[src/rtl/ptw_walker.sv]
// ptw_walker: two-level page-table walker that answers TLB miss requests over a single-outstanding read port
module ptw_walker #(
  parameter int TIMEOUT_CYCLES = 256,
  parameter int CNT_W = 8
) (
  input  logic        clk,
  input  logic        rst_n,
  input  logic [19:0] root_ppn_i,
  input  logic        ptw_req_i,
  input  logic [31:0] ptw_vaddr_i,
  output logic        ptw_resp_valid_o,
  output logic [31:0] ptw_pte_o,
  output logic        ptw_fault_o,
  output logic        ptw_busy_o,
  output logic        mem_req_o,
  output logic [31:0] mem_addr_o,
  input  logic        mem_ready_i,
  input  logic        mem_rvalid_i,
  input  logic [31:0] mem_rdata_i,
  input  logic        mem_err_i
);
  typedef enum logic [2:0] {IDLE, L1_REQ, L1_WAIT, L0_REQ, L0_WAIT, RESP} state_t;
  state_t state;
  logic [9:0] vpn0;
  logic [CNT_W-1:0] cnt;
  logic stale;
  logic l1, leaf, bad, descend, good, timeout, unused_bits;
  logic [31:0] pte_now;
  assign l1 = state == L1_WAIT;
  assign leaf = mem_rdata_i[3];
  assign bad = mem_err_i || !mem_rdata_i[2] || (l1 && leaf && mem_rdata_i[21:12] != '0);
  assign descend = l1 && !leaf && !bad;
  assign good = mem_rvalid_i && !bad;
  assign timeout = cnt == CNT_W'(TIMEOUT_CYCLES - 1);
  assign pte_now = l1 ? {mem_rdata_i[31:22], vpn0, 10'b0, mem_rdata_i[1:0]}
                      : {mem_rdata_i[31:12], 10'b0, mem_rdata_i[1:0]};
  assign unused_bits = ^{ptw_vaddr_i[11:0], mem_rdata_i[11:4]};
  always_ff @(posedge clk or negedge rst_n) begin
    if (!rst_n) begin
      state <= IDLE;
      vpn0 <= '0;
      cnt <= '0;
      stale <= 1'b0;
      ptw_resp_valid_o <= 1'b0;
      ptw_pte_o <= '0;
      ptw_fault_o <= 1'b0;
      ptw_busy_o <= 1'b0;
      mem_req_o <= 1'b0;
      mem_addr_o <= '0;
    end else begin
      ptw_resp_valid_o <= 1'b0;
      if (stale && mem_rvalid_i) stale <= 1'b0;
      case (state)
        IDLE: if (ptw_req_i) begin
          state <= L1_REQ;
          vpn0 <= ptw_vaddr_i[21:12];
          ptw_busy_o <= 1'b1;
          mem_req_o <= !stale || mem_rvalid_i;
          mem_addr_o <= {root_ppn_i, ptw_vaddr_i[31:22], 2'b00};
        end
        L1_REQ, L0_REQ: if (mem_req_o && mem_ready_i) begin
          mem_req_o <= 1'b0;
          cnt <= '0;
          state <= state == L1_REQ ? L1_WAIT : L0_WAIT;
        end else mem_req_o <= !stale || mem_rvalid_i;
        L1_WAIT, L0_WAIT: if (mem_rvalid_i && descend) begin
          state <= L0_REQ;
          mem_req_o <= 1'b1;
          mem_addr_o <= {mem_rdata_i[31:12], vpn0, 2'b00};
        end else if (mem_rvalid_i || timeout) begin
          // a timed-out read may still answer later; stale swallows that beat
          state <= RESP;
          ptw_resp_valid_o <= 1'b1;
          ptw_fault_o <= !good;
          ptw_pte_o <= good ? pte_now : '0;
          stale <= !mem_rvalid_i;
        end else cnt <= cnt + 1'b1;
        RESP: begin
          state <= IDLE;
          ptw_busy_o <= 1'b0;
          ptw_fault_o <= 1'b0;
          ptw_pte_o <= '0;
        end
        default: state <= IDLE;
      endcase
    end
  end
endmodule

[config.mk]
export PLATFORM = sky130hd
export DESIGN_NAME = ptw_walker
export DESIGN_NICKNAME = d
export VERILOG_FILES = /design/src/rtl/ptw_walker.sv
export SDC_FILE = /design/constraint.sdc
export NUM_CORES = 1
export LEC_CHECK = 0
export CAP_MARGIN = 40
export CORE_MARGIN = 2
export CORE_UTILIZATION = 25
export DETAILED_ROUTE_END_ITERATION = 7
export DONT_BUFFER_PORTS = 1
export GPL_ROUTABILITY_DRIVEN = 0
export GPL_TIMING_DRIVEN = 1
export HOLD_SLACK_MARGIN = 0.1
export PLACE_DENSITY = 0.49
export SLEW_MARGIN = 10
export SYNTH_ARGS = -nofsm -noshare
export SYNTH_HDL_FRONTEND = slang
export SYNTH_SLANG_ARGS = --single-unit
[constraint.sdc]
create_clock -name clk -period 3.1 [get_ports clk]
set_input_delay 0.93 -clock clk [delete_from_list [all_inputs] [get_ports clk]]
set_output_delay 0.93 -clock clk [all_outputs]
set_load 0.02 [all_outputs]
==> Flow_metrics.wiki, run 1 <==
{| class="wikitable"
! Metric !! Value
|-
| Result of the run || finished clean
|-
| Post-synth cell types || 45
|-
| Number of flops mapped to enable cells by yosys || 0
|-
| Highest clock rate || 0.390 GHz
|-
| Cell at the slowest stage of the critical path || sky130_fd_sc_hd__o311ai_4
|-
| Largest net degree at the start of global routing || 79
|-
| Synth Area in Compound Gates || 0.153
|-
| Required arrival time at the worst endpoint || 3300 ps
|-
| Clock slew seen by the registers of the worst setup and hold paths || 60 ps
|-
| Global-route wire length before repair || 15300 um
|-
| Switching fraction of total power || 0.425
|-
| GRT Total Usage || 0.127
|-
| Inserted Clock Buffers || 9
|-
| Fin. Hold Viols || 0
|-
| Antenna viol nets, final || 0
|-
| Sink Count || 78
|-
| Top post-synthesis cells by area || sky130_fd_sc_hd__dfrtp_1 53%, sky130_fd_sc_hd__mux2i_1 11%, sky130_fd_sc_hd__o21ai_1 5.7%
|-
| Synth Warn # || 0
|-
| Cell occurring most often along the worst timing path || sky130_fd_sc_hd__nand2b_1
|-
| Worst-path maximum fanout || 18
|-
| Area share of fa/ha/maj cells after synthesis || 0.00340
|-
| Number of diodes added for antenna fixing || 0
|-
| Number of buffers and inverters on the critical path || 0
|-
| Int Power || 2.64 mW
|-
| Worst flop-to-flop path startpoint || state[2]
|-
| Final standard cell count with taps included and fillers excluded || 528
|-
| Sequential share of the synthesized area || 0.530
|-
| Via density per instance || 4.79
|-
| Maximum cell stage delay along the critical path || 550 ps
|-
| Share of layout cells above drive strength 1 || 0.122
|-
| Number of placement rows || 44
|-
| Sequential share of power || 0.474
|-
| Share of synthesized area spent on multiplexers || 0.145
|-
| Library cell occupying the most area in the post-synthesis netlist || sky130_fd_sc_hd__dfrtp_1
|-
| Min Clock Period, post-route || 2560 ps
|-
| Number of global-route vias before repair || 2663
|-
| Net count of the finished layout || 430
|-
| Worst Max-Slew Pin Slew || 602 ps
|-
| Post-detailed-route wirelength per cell || 18.3 um
|-
| Main flop type after synthesis || sky130_fd_sc_hd__dfrtp_1
|-
| Class of the tightest hold or removal check || input port to asynchronous set/reset pin
|-
| Area of the placeable core || 0.0145 mm2
|-
| Levels on crit path || 5
|-
| Worst-case hold slack || 284 ps
|-
| Floorplan die area || 0.0157 mm2
|-
| Worst flop-to-flop path endpoint || ptw_pte_o[20]
|-
| Fraction of power consumed by combinational cells || 0.306
|-
| Average cell area after synthesis || 10.8 um2
|-
| Drt total wl || 9650 um
|-
| Max-capacitance violation count || 0
|-
| Clock H-tree levels || 3
|-
| Final setup violation count || 0
|-
| Simple-gate area share of the yosys netlist || 0.109
|-
| Worst-skew pair later-pin latency || 340 ps
|-
| Width of the chip || 125 um
|-
| Remaining global-route overflow || 0
|-
| Register area || 0.00195 mm2
|-
| Power per standard cell area || 1110 mW/mm2
|-
| Switching power of the nets || 1.95 mW
|-
| Capturing element type of the critical path || register
|-
| 1st-pass router iterations || 4
|-
| Pins Over Slew Limit || 0
|-
| Die outline height || 125 um
|-
| Worst Setup Path Type || register to register
|-
| Vias after detailed routing || 2527
|-
| WP data arrival || 2770 ps
|-
| Layout overhead on the synthesized area || 12.1%
|-
| Post-CTS setup buffer count || 0
|-
| Top cell types by occurrence after synthesis || 78 x sky130_fd_sc_hd__dfrtp_1, 50 x sky130_fd_sc_hd__nand2_1, 42 x sky130_fd_sc_hd__mux2i_1, 42 x sky130_fd_sc_hd__o21ai_1, 14 x sky130_fd_sc_hd__a22o_1
|-
| Final worst path period share || 0.827
|-
| Worst setup skew after layout || 10.7 ps
|-
| Synthesized instance count || 342
|-
| Worst reg2reg setup slack || 540 ps
|-
| Root Driver || sky130_fd_sc_hd__clkbuf_16
|-
| Number of fill cells || 1491
|-
| Area of combinational cells with multiple inputs || 0.00159 mm2
|-
| Share of Yosys cell area claimed by the top area cell type || 0.530
|-
| Part of the power in the clock network || 0.220
|-
| Dominant combinational cell family by area after synthesis || compound AO/OA/AOI/OAI gates
|-
| Startpoint type of the worst setup path || register
|-
| Largest vdd supply drop || 0.414 mV
|-
| Num ports || 158
|-
| Number of gates resized after cts || 0
|-
| Max-slew headroom || 0.599
|-
| Combined area of all synthesized cells || 0.00368 mm2
|-
| Number of flip-flops and latches in the synthesized netlist || 78
|-
| Count leader, synth || sky130_fd_sc_hd__dfrtp_1
|-
| Hold buffer count at CTS || 0
|-
| Unrepaired setup endpoints after global routing || no
|-
| Total Negative Setup Slacks || 0 ps
|-
| DRC viols || 0
|-
| Category of cells accounting for the largest share of critical-path delay || compound AO/OA/AOI/OAI gates
|-
| Depth of the worst register-to-register path || 5
|-
| Antenna violations before repair || 0
|-
| Number of cells in the design after placement || 512
|-
| P_leak || 1.90 nW
|-
| Clock buffer depth || 2
|-
| TritonCTS clock tree || built
|-
| Worst path cell trace || nand2b_1 > a21o_2 > o311ai_4 > nand2b_1 > o21ai_1
|-
| Fraction of synthesized cell area in xor and xnor cells || 0.00238
|-
| Port-buffer cells || 0
|-
| Share of async-settable or async-resettable flops after synthesis || 1.00
|-
| Detailed Route Iter0 Violations || 112
|-
| Placed wire-length estimate || 7080 um
|-
| Initial Utilization || 0.254
|}
## logic make-up after synthesis
| group | count (synthesis) |
|---|---|
| flops | 78 |
| simple gates | 82 |
| xor+xnor | 1 |
| buf+inv | 37 |
| compound gates | 90 |
| mux | 52 |
| fa+ha+maj | 1 |
| other cells | 1 |
## worst max-delay path by stage
stage	startpoint	endpoint	slack, ps
floorplan	mem_rvalid_i	ptw_pte_o[22]	900
global placement	state[2]	ptw_pte_o[19]	580
detailed placement	state[2]	ptw_pte_o[17]	540
CTS	state[2]	ptw_pte_o[20]	540
global route	state[2]	ptw_pte_o[15]	360
finish	state[2]	ptw_pte_o[20]	540
## per-stage QoR
stage	total power, mW	util	area (um2)	worst slack [ps]
6_report	4.59	0.285	4130	537
5_1_grt	4.95	0.285	4130	362
4_1_cts	4.68	0.285	4130	539
3_5_place_dp	3.64	0.265	3840	539
3_3_place_gp	3.59	0.265	3840	582
2_1_floorplan	3.25	-	3720	901
## worst reg2reg max path: cells and delay by family (launching register included)
kind | cells | cell delay [ps]
compound gates | 3 | 1170
flops | 1 | 520
simple gates | 2 | 750
## flip-flops by register name (all words and copies together), names as in the netlist
name and count:
ptw_pte_o 22, vpn0 10, mem_addr_o 30, ptw_fault_o 1, state 3, stale 1, mem_req_o 1, ptw_busy_o 1
ptw_resp_valid_o 1, cnt 8
## power by group through the flow
stage	combinational, mW	sequential (mW)	clock [mW]
floorplan	1.23	2.02	0
global placement	1.39	2.21	0
detailed placement	1.43	2.21	0
CTS	1.43	2.20	1.05
global route	1.60	2.24	1.11
finish	1.40	2.18	1.01
## cells in the final DEF, fill, tap and decap left out, drive strengths merged, types with 3 or more instances in the layout
| master | Yosys | layout |
|---|---|---|
| mux2 | 10 | 10 |
| clkbuf | 6 | 12 |
| nor4 | 3 | 3 |
| a31oi | 6 | 6 |
| buf | 26 | 7 |
| a21oi | 13 | 13 |
| a22o | 14 | 14 |
| o21ai | 46 | 46 |
| nor2 | 8 | 8 |
| nand2b | 3 | 3 |
| dfrtp | 78 | 78 |
| nand4 | 3 | 3 |
| nand2 | 50 | 50 |
| conb | 1 | 12 |
| inv | 5 | 6 |
| mux2i | 42 | 42 |
## layout make-up
class | instances | area share
well taps | 184 | 0.0558
clock inverters | 4 | 0.00727
multi-input cells | 238 | 0.385
clock buffers | 12 | 0.0621
repair buffers | 7 | 0.0127
inverters | 5 | 0.00455
flip-flops and latches | 78 | 0.473
## routing by layer
| metal | global-route usage | share of wire | up-vias |
|---|---|---|---|
| li1 | - | - | 1186 |
| met1 | 0.156 | 0.42 | 1222 |
| met2 | 0.195 | 0.46 | 106 |
| met3 | 0.0650 | 0.10 | 13 |
| met4 | 0.0412 | 0.015 | 0 |
| met5 | 0 | 0 | - |
Note: power is estimated with default switching activity, not from simulation.
==> inputs of run 2 (changes only) <==
--- a/config.mk
+++ b/config.mk
@@ -5,6 +5,7 @@
 export SDC_FILE = /design/constraint.sdc
 export NUM_CORES = 1
 export LEC_CHECK = 0
+export ABC_AREA = 1
 export CAP_MARGIN = 40
 export CORE_MARGIN = 2
 export CORE_UTILIZATION = 25
==> constraint.sdc (replaced) <==
create_clock -name clk -period 2.6 [get_ports clk]
set_input_delay 0.78 -clock clk [delete_from_list [all_inputs] [get_ports clk]]
set_output_delay 0.78 -clock clk [all_outputs]
set_load 0.02 [all_outputs]
==> Flow_metrics.wiki, run 2 <==
{| class="wikitable"
! Metric !! Value
|-
| Fraction of power consumed by combinational cells || 0.324
|-
| Num ports || 158
|-
| Post-CTS setup buffer count || 0
|-
| Die outline height || 130 um
|-
| Floorplan die area || 0.0170 mm2
|-
| Number of cells in the design after placement || 660
|-
| Final worst path period share || 0.784
|-
| Count leader, synth || sky130_fd_sc_hd__nand2_1
|-
| Worst-skew pair later-pin latency || 340 ps
|-
| Final setup violation count || 0
|-
| Area of combinational cells with multiple inputs || 0.00175 mm2
|-
| Initial Utilization || 0.254
|-
| Pins Over Slew Limit || 0
|-
| Largest net degree at the start of global routing || 79
|-
| Total Negative Setup Slacks || 0 ps
|-
| Switching power of the nets || 2.57 mW
|-
| Top flop regs || mem_addr_o x30, ptw_pte_o x22, vpn0 x10
|-
| 1st-pass router iterations || 4
|-
| Sequential share of power || 0.457
|-
| Port-buffer cells || 0
|-
| Main flop type after synthesis || sky130_fd_sc_hd__dfrtp_1
|-
| Highest clock rate || 0.491 GHz
|-
| Layout overhead on the synthesized area || 10.7%
|-
| Sink Count || 78
|-
| Average cell area after synthesis || 8.60 um2
|-
| Share of Yosys cell area claimed by the top area cell type || 0.490
|-
| Drt total wl || 11400 um
|-
| Width of the chip || 130 um
|-
| Detailed Route Iter0 Violations || 138
|-
| Part of the power in the clock network || 0.219
|-
| TritonCTS clock tree || built
|-
| Antenna violations before repair || 0
|-
| Max-capacitance violation count || 0
|-
| Top post-synthesis cells by area || sky130_fd_sc_hd__dfrtp_1 49%, sky130_fd_sc_hd__nand2_1 14%, sky130_fd_sc_hd__nand4_1 5.3%
|-
| GRT Total Usage || 0.134
|-
| Global-route wire length before repair || 16900 um
|-
| P_leak || 1.94 nW
|-
| Synthesized instance count || 463
|-
| Post-detailed-route wirelength per cell || 16.9 um
|-
| WP data arrival || 2290 ps
|-
| Final standard cell count with taps included and fillers excluded || 675
|-
| Commonest cells after routing, fill and taps aside || 146 x sky130_fd_sc_hd__nand2_1, 78 x sky130_fd_sc_hd__dfrtp_1, 42 x sky130_fd_sc_hd__nor2_1
|-
| Register area || 0.00195 mm2
|-
| Remaining global-route overflow || 0
|-
| Depth of the worst register-to-register path || 8
|-
| Startpoint type of the worst setup path || register
|-
| Most frequent standard cell in the layout excluding fill and tap cells || sky130_fd_sc_hd__nand2_1
|-
| Required arrival time at the worst endpoint || 2850 ps
|-
| Combined area of all synthesized cells || 0.00398 mm2
|-
| Int Power || 3.17 mW
|-
| Capturing element type of the critical path || register
|-
| Number of global-route vias before repair || 2914
|-
| Hold buffer count at CTS || 0
|-
| Worst setup skew after layout || 4.94 ps
|-
| Min Clock Period, post-route || 2040 ps
|-
| Power per standard cell area || 1300 mW/mm2
|-
| Area of the placeable core || 0.0157 mm2
|-
| Result of the run || finished clean
|-
| Root Driver || sky130_fd_sc_hd__clkbuf_16
|-
| DRC viols || 0
|-
| Via density per instance || 4.62
|-
| Number of flip-flops under the largest register name || 30
|-
| Worst flop-to-flop path startpoint || state[2]
|-
| Switching fraction of total power || 0.448
|-
| Number of diodes added for antenna fixing || 0
|-
| Critical Path Source || state[2]
|-
| Largest vdd supply drop || 0.361 mV
|-
| Share of layout cells above drive strength 1 || 0.122
|-
| Clock H-tree levels || 3
|-
| Number of flops mapped to enable cells by yosys || 0
|-
| Unrepaired setup endpoints after global routing || no
|-
| Worst-path maximum fanout || 36
|-
| Inserted Clock Buffers || 9
|-
| Sequential share of the synthesized area || 0.490
|-
| Register ranked first by flip-flop count || mem_addr_o
|-
| Number of placement rows || 46
|-
| Number of fill cells || 1673
|-
| Net count of the finished layout || 546
|-
| Worst Setup Path Type || register to register
|-
| Class of the tightest hold or removal check || input port to asynchronous set/reset pin
|-
| Number of flip-flops and latches in the synthesized netlist || 78
|-
| Placed wire-length estimate || 8510 um
|-
| Vias after detailed routing || 3116
|-
| Pre-CTS worst setup slack || 389 ps
|-
| Number of gates resized after cts || 0
|-
| Worst reg2reg setup slack || 560 ps
|-
| Clock slew seen by the registers of the worst setup and hold paths || 60 ps
|-
| Synth Warn # || 0
|-
| Antenna viol nets, final || 0
|-
| Final setup margin || 562 ps
|-
| Share of async-settable or async-resettable flops after synthesis || 1.00
|-
| Post-synth cell types || 32
|-
| Top cell types by occurrence after synthesis || 146 x sky130_fd_sc_hd__nand2_1, 78 x sky130_fd_sc_hd__dfrtp_1, 42 x sky130_fd_sc_hd__nor2_1
|-
| Clock buffer depth || 2
|-
| Library cell occupying the most area in the post-synthesis netlist || sky130_fd_sc_hd__dfrtp_1
|-
| Fin. Hold Viols || 0
|}
[run 2: cell count changes after synthesis, sizes merged, moves of 7 or more]
cell	delta
a21oi	-12
a22o	-14
a31oi	+24
buf	+10
inv	+7
mux2i	-42
nand2	+102
nand3	+15
nand4	+31
nor2	+37
o21ai	-11
[run 2: logic make-up after synthesis]
family | count (synthesis) | share of synthesized area
DFF | 78 | 0.490
xor gates and xnor gates | 1 | 0.00220
muxes | 10 | 0.0367
and+or+nand+nor | 250 | 0.286
other | 1 | 0.000941
buffers and inverters | 53 | 0.0820
adders and majority gates | 1 | 0.00314
AOI/OAI and AO/OA | 69 | 0.0986
[run 2: path summary, 6_finish.rpt]
kind                                       to
worst max-delay path                mem_req_o
worst min-delay path            mem_addr_o[2]
worst max register to register      mem_req_o
worst min register to register          stale
max in group asynchronous       mem_addr_o[4]
min in group clk                        stale
[run 2: through the flow]
step           area (um2)  total power [mW]  hold WS [ps]   util
6_report             4410              5.75           137  0.281
5_1_grt              4410              6.17           111  0.281
4_1_cts              4410              5.84           119  0.281
3_5_place_dp         4120              4.56           490  0.262
3_3_place_gp         4120              4.50           490  0.262
2_1_floorplan        4030              4.09           484      -
[run 2: critical path, stage by stage, from the launching register on]
cell,delay [ps]
sky130_fd_sc_hd__dfrtp_1,460
sky130_fd_sc_hd__inv_2,230
sky130_fd_sc_hd__nand3_4,220
sky130_fd_sc_hd__nand2_4,160
sky130_fd_sc_hd__buf_4,420
sky130_fd_sc_hd__nand2_1,190
sky130_fd_sc_hd__nand3_1,130
sky130_fd_sc_hd__nand2_1,50
sky130_fd_sc_hd__o21ai_0,90
[run 2: cell type report]
| class | count | share of cell area |
|---|---|---|
| inverters | 12 | 0.0102 |
| repair buffers | 11 | 0.0244 |
| clock inverters | 4 | 0.0108 |
| multi-input cells | 343 | 0.396 |
| clock buffers | 11 | 0.0550 |
| flip-flops and latches | 78 | 0.442 |
| well taps | 216 | 0.0613 |
[run 2: power groups by stage]
| stage | clock, mW | combinational (mW) | sequential [mW] |
|---|---|---|---|
| finish | 1.26 | 1.86 | 2.63 |
| global route | 1.36 | 2.11 | 2.70 |
| CTS | 1.30 | 1.90 | 2.64 |
| detailed placement | 0 | 1.90 | 2.66 |
| global placement | 0 | 1.85 | 2.64 |
| floorplan | 0 | 1.62 | 2.47 |
[run 2: metal layers]
metal / global-route usage / wire length (um) / vias up
met1: 0.168 / 4870 / 1466
li1: - / - / 1526
met4: 0.0481 / 178 / 0
met3: 0.0533 / 1020 / 14
met5: 0 / 0 / -
met2: 0.210 / 5360 / 110
==> inputs of run 3 (changes only) <==
==> constraint.sdc (replaced) <==
create_clock -name clk -period 2.1 [get_ports clk]
set_input_delay 0.63 -clock clk [delete_from_list [all_inputs] [get_ports clk]]
set_output_delay 0.63 -clock clk [all_outputs]
set_load 0.02 [all_outputs]
==> Flow_metrics.wiki, run 3 (synthesized netlist as in run 2, its figures left out) <==
{| class="wikitable"
! Metric !! Value
|-
| Switching power of the nets || 3.23 mW
|-
| Highest clock rate || 0.535 GHz
|-
| Register ranked first by flip-flop count || mem_addr_o
|-
| Width of the chip || 130 um
|-
| Worst Setup Path Type || register to register
|-
| Commonest cells after routing, fill and taps aside || 146 x sky130_fd_sc_hd__nand2_1, 78 x sky130_fd_sc_hd__dfrtp_1, 42 x sky130_fd_sc_hd__nor2_1
|-
| Post-CTS setup buffer count || 0
|-
| Final standard cell count with taps included and fillers excluded || 678
|-
| Worst path cell trace || inv_2 > nand3_4 > nor2_2 > nand2_4 > nand2_4 > buf_4 > nor2_1 > a31oi_1
|-
| Global-route wire length before repair || 17600 um
|-
| 1st-pass router iterations || 4
|-
| Placed wire-length estimate || 8400 um
|-
| Die outline height || 130 um
|-
| Violated checks || hold timing
|-
| Floorplan die area || 0.0170 mm2
|-
| Register area || 0.00195 mm2
|-
| DRC viols || 0
|-
| Net count of the finished layout || 548
|-
| Part of the power in the clock network || 0.241
|-
| Num ports || 158
|-
| Depth of the worst register-to-register path || 8
|-
| Pins Over Slew Limit || 0
|-
| Post-Route M1 WL || 4910 um
|-
| Utilization of the core after routing || 0.285
|-
| Number of fill cells || 1671
|-
| Clock slew seen by the registers of the worst setup and hold paths || 60 ps
|-
| Layout overhead on the synthesized area || 12.2%
|-
| Fraction of power consumed by combinational cells || 0.318
|-
| Min Clock Period, post-route || 1870 ps
|-
| Capturing element type of the critical path || register
|-
| Worst-path maximum fanout || 20
|-
| Post-detailed-route wirelength per cell || 17.2 um
|-
| Cell occurring most often along the worst timing path || sky130_fd_sc_hd__nand2_4
|-
| Maximum cell stage delay along the critical path || 420 ps
|-
| Worst-case hold slack || -21.2 ps
|-
| Total Negative Setup Slacks || 0 ps
|-
| Top flop regs || mem_addr_o x30, ptw_pte_o x22, vpn0 x10
|-
| Final worst path period share || 0.890
|-
| Initial Utilization || 0.254
|-
| Sequential share of power || 0.441
|-
| Worst-skew pair later-pin latency || 350 ps
|-
| Category of cells accounting for the largest share of critical-path delay || simple AND/OR/NAND/NOR gates
|-
| Via density per instance || 4.69
|-
| Required arrival time at the worst endpoint || 2360 ps
|-
| Wire length on met2 || 5510 um
|-
| Switching fraction of total power || 0.439
|-
| Antenna viol nets, final || 0
|-
| Largest net degree at the start of global routing || 79
|-
| Pre-CTS worst setup slack || 181 ps
|-
| Area of the placeable core || 0.0157 mm2
|-
| Most frequent standard cell in the layout excluding fill and tap cells || sky130_fd_sc_hd__nand2_1
|-
| Max-slew headroom || 0.587
|-
| Sink Count || 78
|-
| TritonCTS clock tree || built
|-
| Remaining global-route overflow || 0
|-
| Port-buffer cells || 0
|-
| Max-capacitance violation count || 0
|-
| Vias after detailed routing || 3177
|-
| Length of routed met3 wiring || 1100 um
|-
| Clock H-tree levels || 3
|-
| Top layer in use || met4
|-
| Result of the run || finished, violations left
|-
| Cell at the slowest stage of the critical path || sky130_fd_sc_hd__dfrtp_1
|-
| Number of buffers and inverters on the critical path || 2
|-
| Levels on crit path || 8
|-
| Worst setup skew after layout || 5.53 ps
|-
| Area of combinational cells with multiple inputs || 0.00176 mm2
|-
| Root Driver || sky130_fd_sc_hd__clkbuf_16
|-
| Unrepaired setup endpoints after global routing || no
|-
| Number of flip-flops under the largest register name || 30
|-
| Number of cells in the design after placement || 661
|-
| Final Cell Area || 0.00447 mm2
|-
| Startpoint type of the worst setup path || register
|-
| Antenna violations before repair || 0
|-
| Drt total wl || 11700 um
|-
| Largest vdd supply drop || 0.468 mV
|-
| Power per standard cell area || 1640 mW/mm2
|-
| Total chip power || 7.35 mW
|-
| Share of layout cells above drive strength 1 || 0.128
|-
| Number of placement rows || 46
|-
| Final setup margin || 232 ps
|-
| GRT Total Usage || 0.140
|-
| Inserted Clock Buffers || 9
|-
| Fin. Hold Viols || 71
|-
| Worst Max-Slew Pin Slew || 618 ps
|-
| P_leak || 1.98 nW
|-
| Class of the tightest hold or removal check || input port to asynchronous set/reset pin
|-
| Detailed Route Iter0 Violations || 187
|-
| Number of global-route vias before repair || 3075
|-
| Clock buffer depth || 2
|-
| Int Power || 4.12 mW
|-
| Number of diodes added for antenna fixing || 0
|-
| WP data arrival || 2130 ps
|-
| Total placed instance area || 0.00412 mm2
|-
| Final setup violation count || 0
|}
==> run 3: cell types whose count changed in the layout (fill, tap and decap cells not counted) <==
cell                         delta
sky130_fd_sc_hd__nand3_4        +1
sky130_fd_sc_hd__buf_4          +2
sky130_fd_sc_hd__bufinv_16      +1
sky130_fd_sc_hd__inv_2          -1
sky130_fd_sc_hd__clkinv_2       -1
sky130_fd_sc_hd__inv_4          +1
sky130_fd_sc_hd__clkbuf_8       +2
sky130_fd_sc_hd__buf_12         -1
sky130_fd_sc_hd__clkinvlp_4     -1
==> run 3: worst paths after layout <==
kind / from / endpoint / slack [ps]
max reg2reg: state[0] / mem_addr_o[8] / 230
min: rst_n / vpn0[0] / -20
min reg2reg: cnt[1] / cnt[1] / 530
max: state[0] / mem_addr_o[8] / 230
max in group asynchronous: rst_n / ptw_pte_o[18] / 1970
min in group clk: ptw_vaddr_i[14] / vpn0[2] / 430
==> run 3: power groups by stage <==
| stage | Combinational (mW) | Sequential [mW] | Clock, mW |
|---|---|---|---|
| CTS | 2.32 | 3.26 | 1.82 |
| global route | 2.67 | 3.34 | 1.88 |
| finish | 2.34 | 3.24 | 1.77 |
| floorplan | 2.01 | 3.06 | 0 |
| detailed placement | 2.32 | 3.29 | 0 |
| global placement | 2.28 | 3.27 | 0 |
==> run 3: area by class of cell <==
type / instances / area share
Tap cell: 216 / 0.0604
Timing Repair Buffer: 12 / 0.0229
Clock inverter: 3 / 0.0145
Clock buffer: 13 / 0.0604
Multi-Input combinational cell: 344 / 0.395
Sequential cell: 78 / 0.436
Inverter: 12 / 0.0106
==> run 3: what timing repair did <==
| item | in CTS | in global routing |
|---|---|---|
| endpoints found under the hold margin | 78 | 78 |
| gates resized for setup | 0 | 2 |
| endpoints found under the setup margin | 0 | 23 |
==> run 3: routing by layer <==
| metal | up-vias | global-route usage |
|---|---|---|
| met5 | - | 0 |
| met4 | 0 | 0.0443 |
| met3 | 14 | 0.0636 |
| met2 | 104 | 0.223 |
| met1 | 1518 | 0.168 |
| li1 | 1541 | - |
==> run 3: worst reg2reg max path: stages (launching register included) <==
cell,delay [ps]
sky130_fd_sc_hd__dfrtp_1,420
sky130_fd_sc_hd__inv_2,210
sky130_fd_sc_hd__nand3_4,220
sky130_fd_sc_hd__nor2_2,180
sky130_fd_sc_hd__nand2_4,180
sky130_fd_sc_hd__nand2_4,120
sky130_fd_sc_hd__buf_4,230
sky130_fd_sc_hd__nor2_1,70
sky130_fd_sc_hd__a31oi_1,160
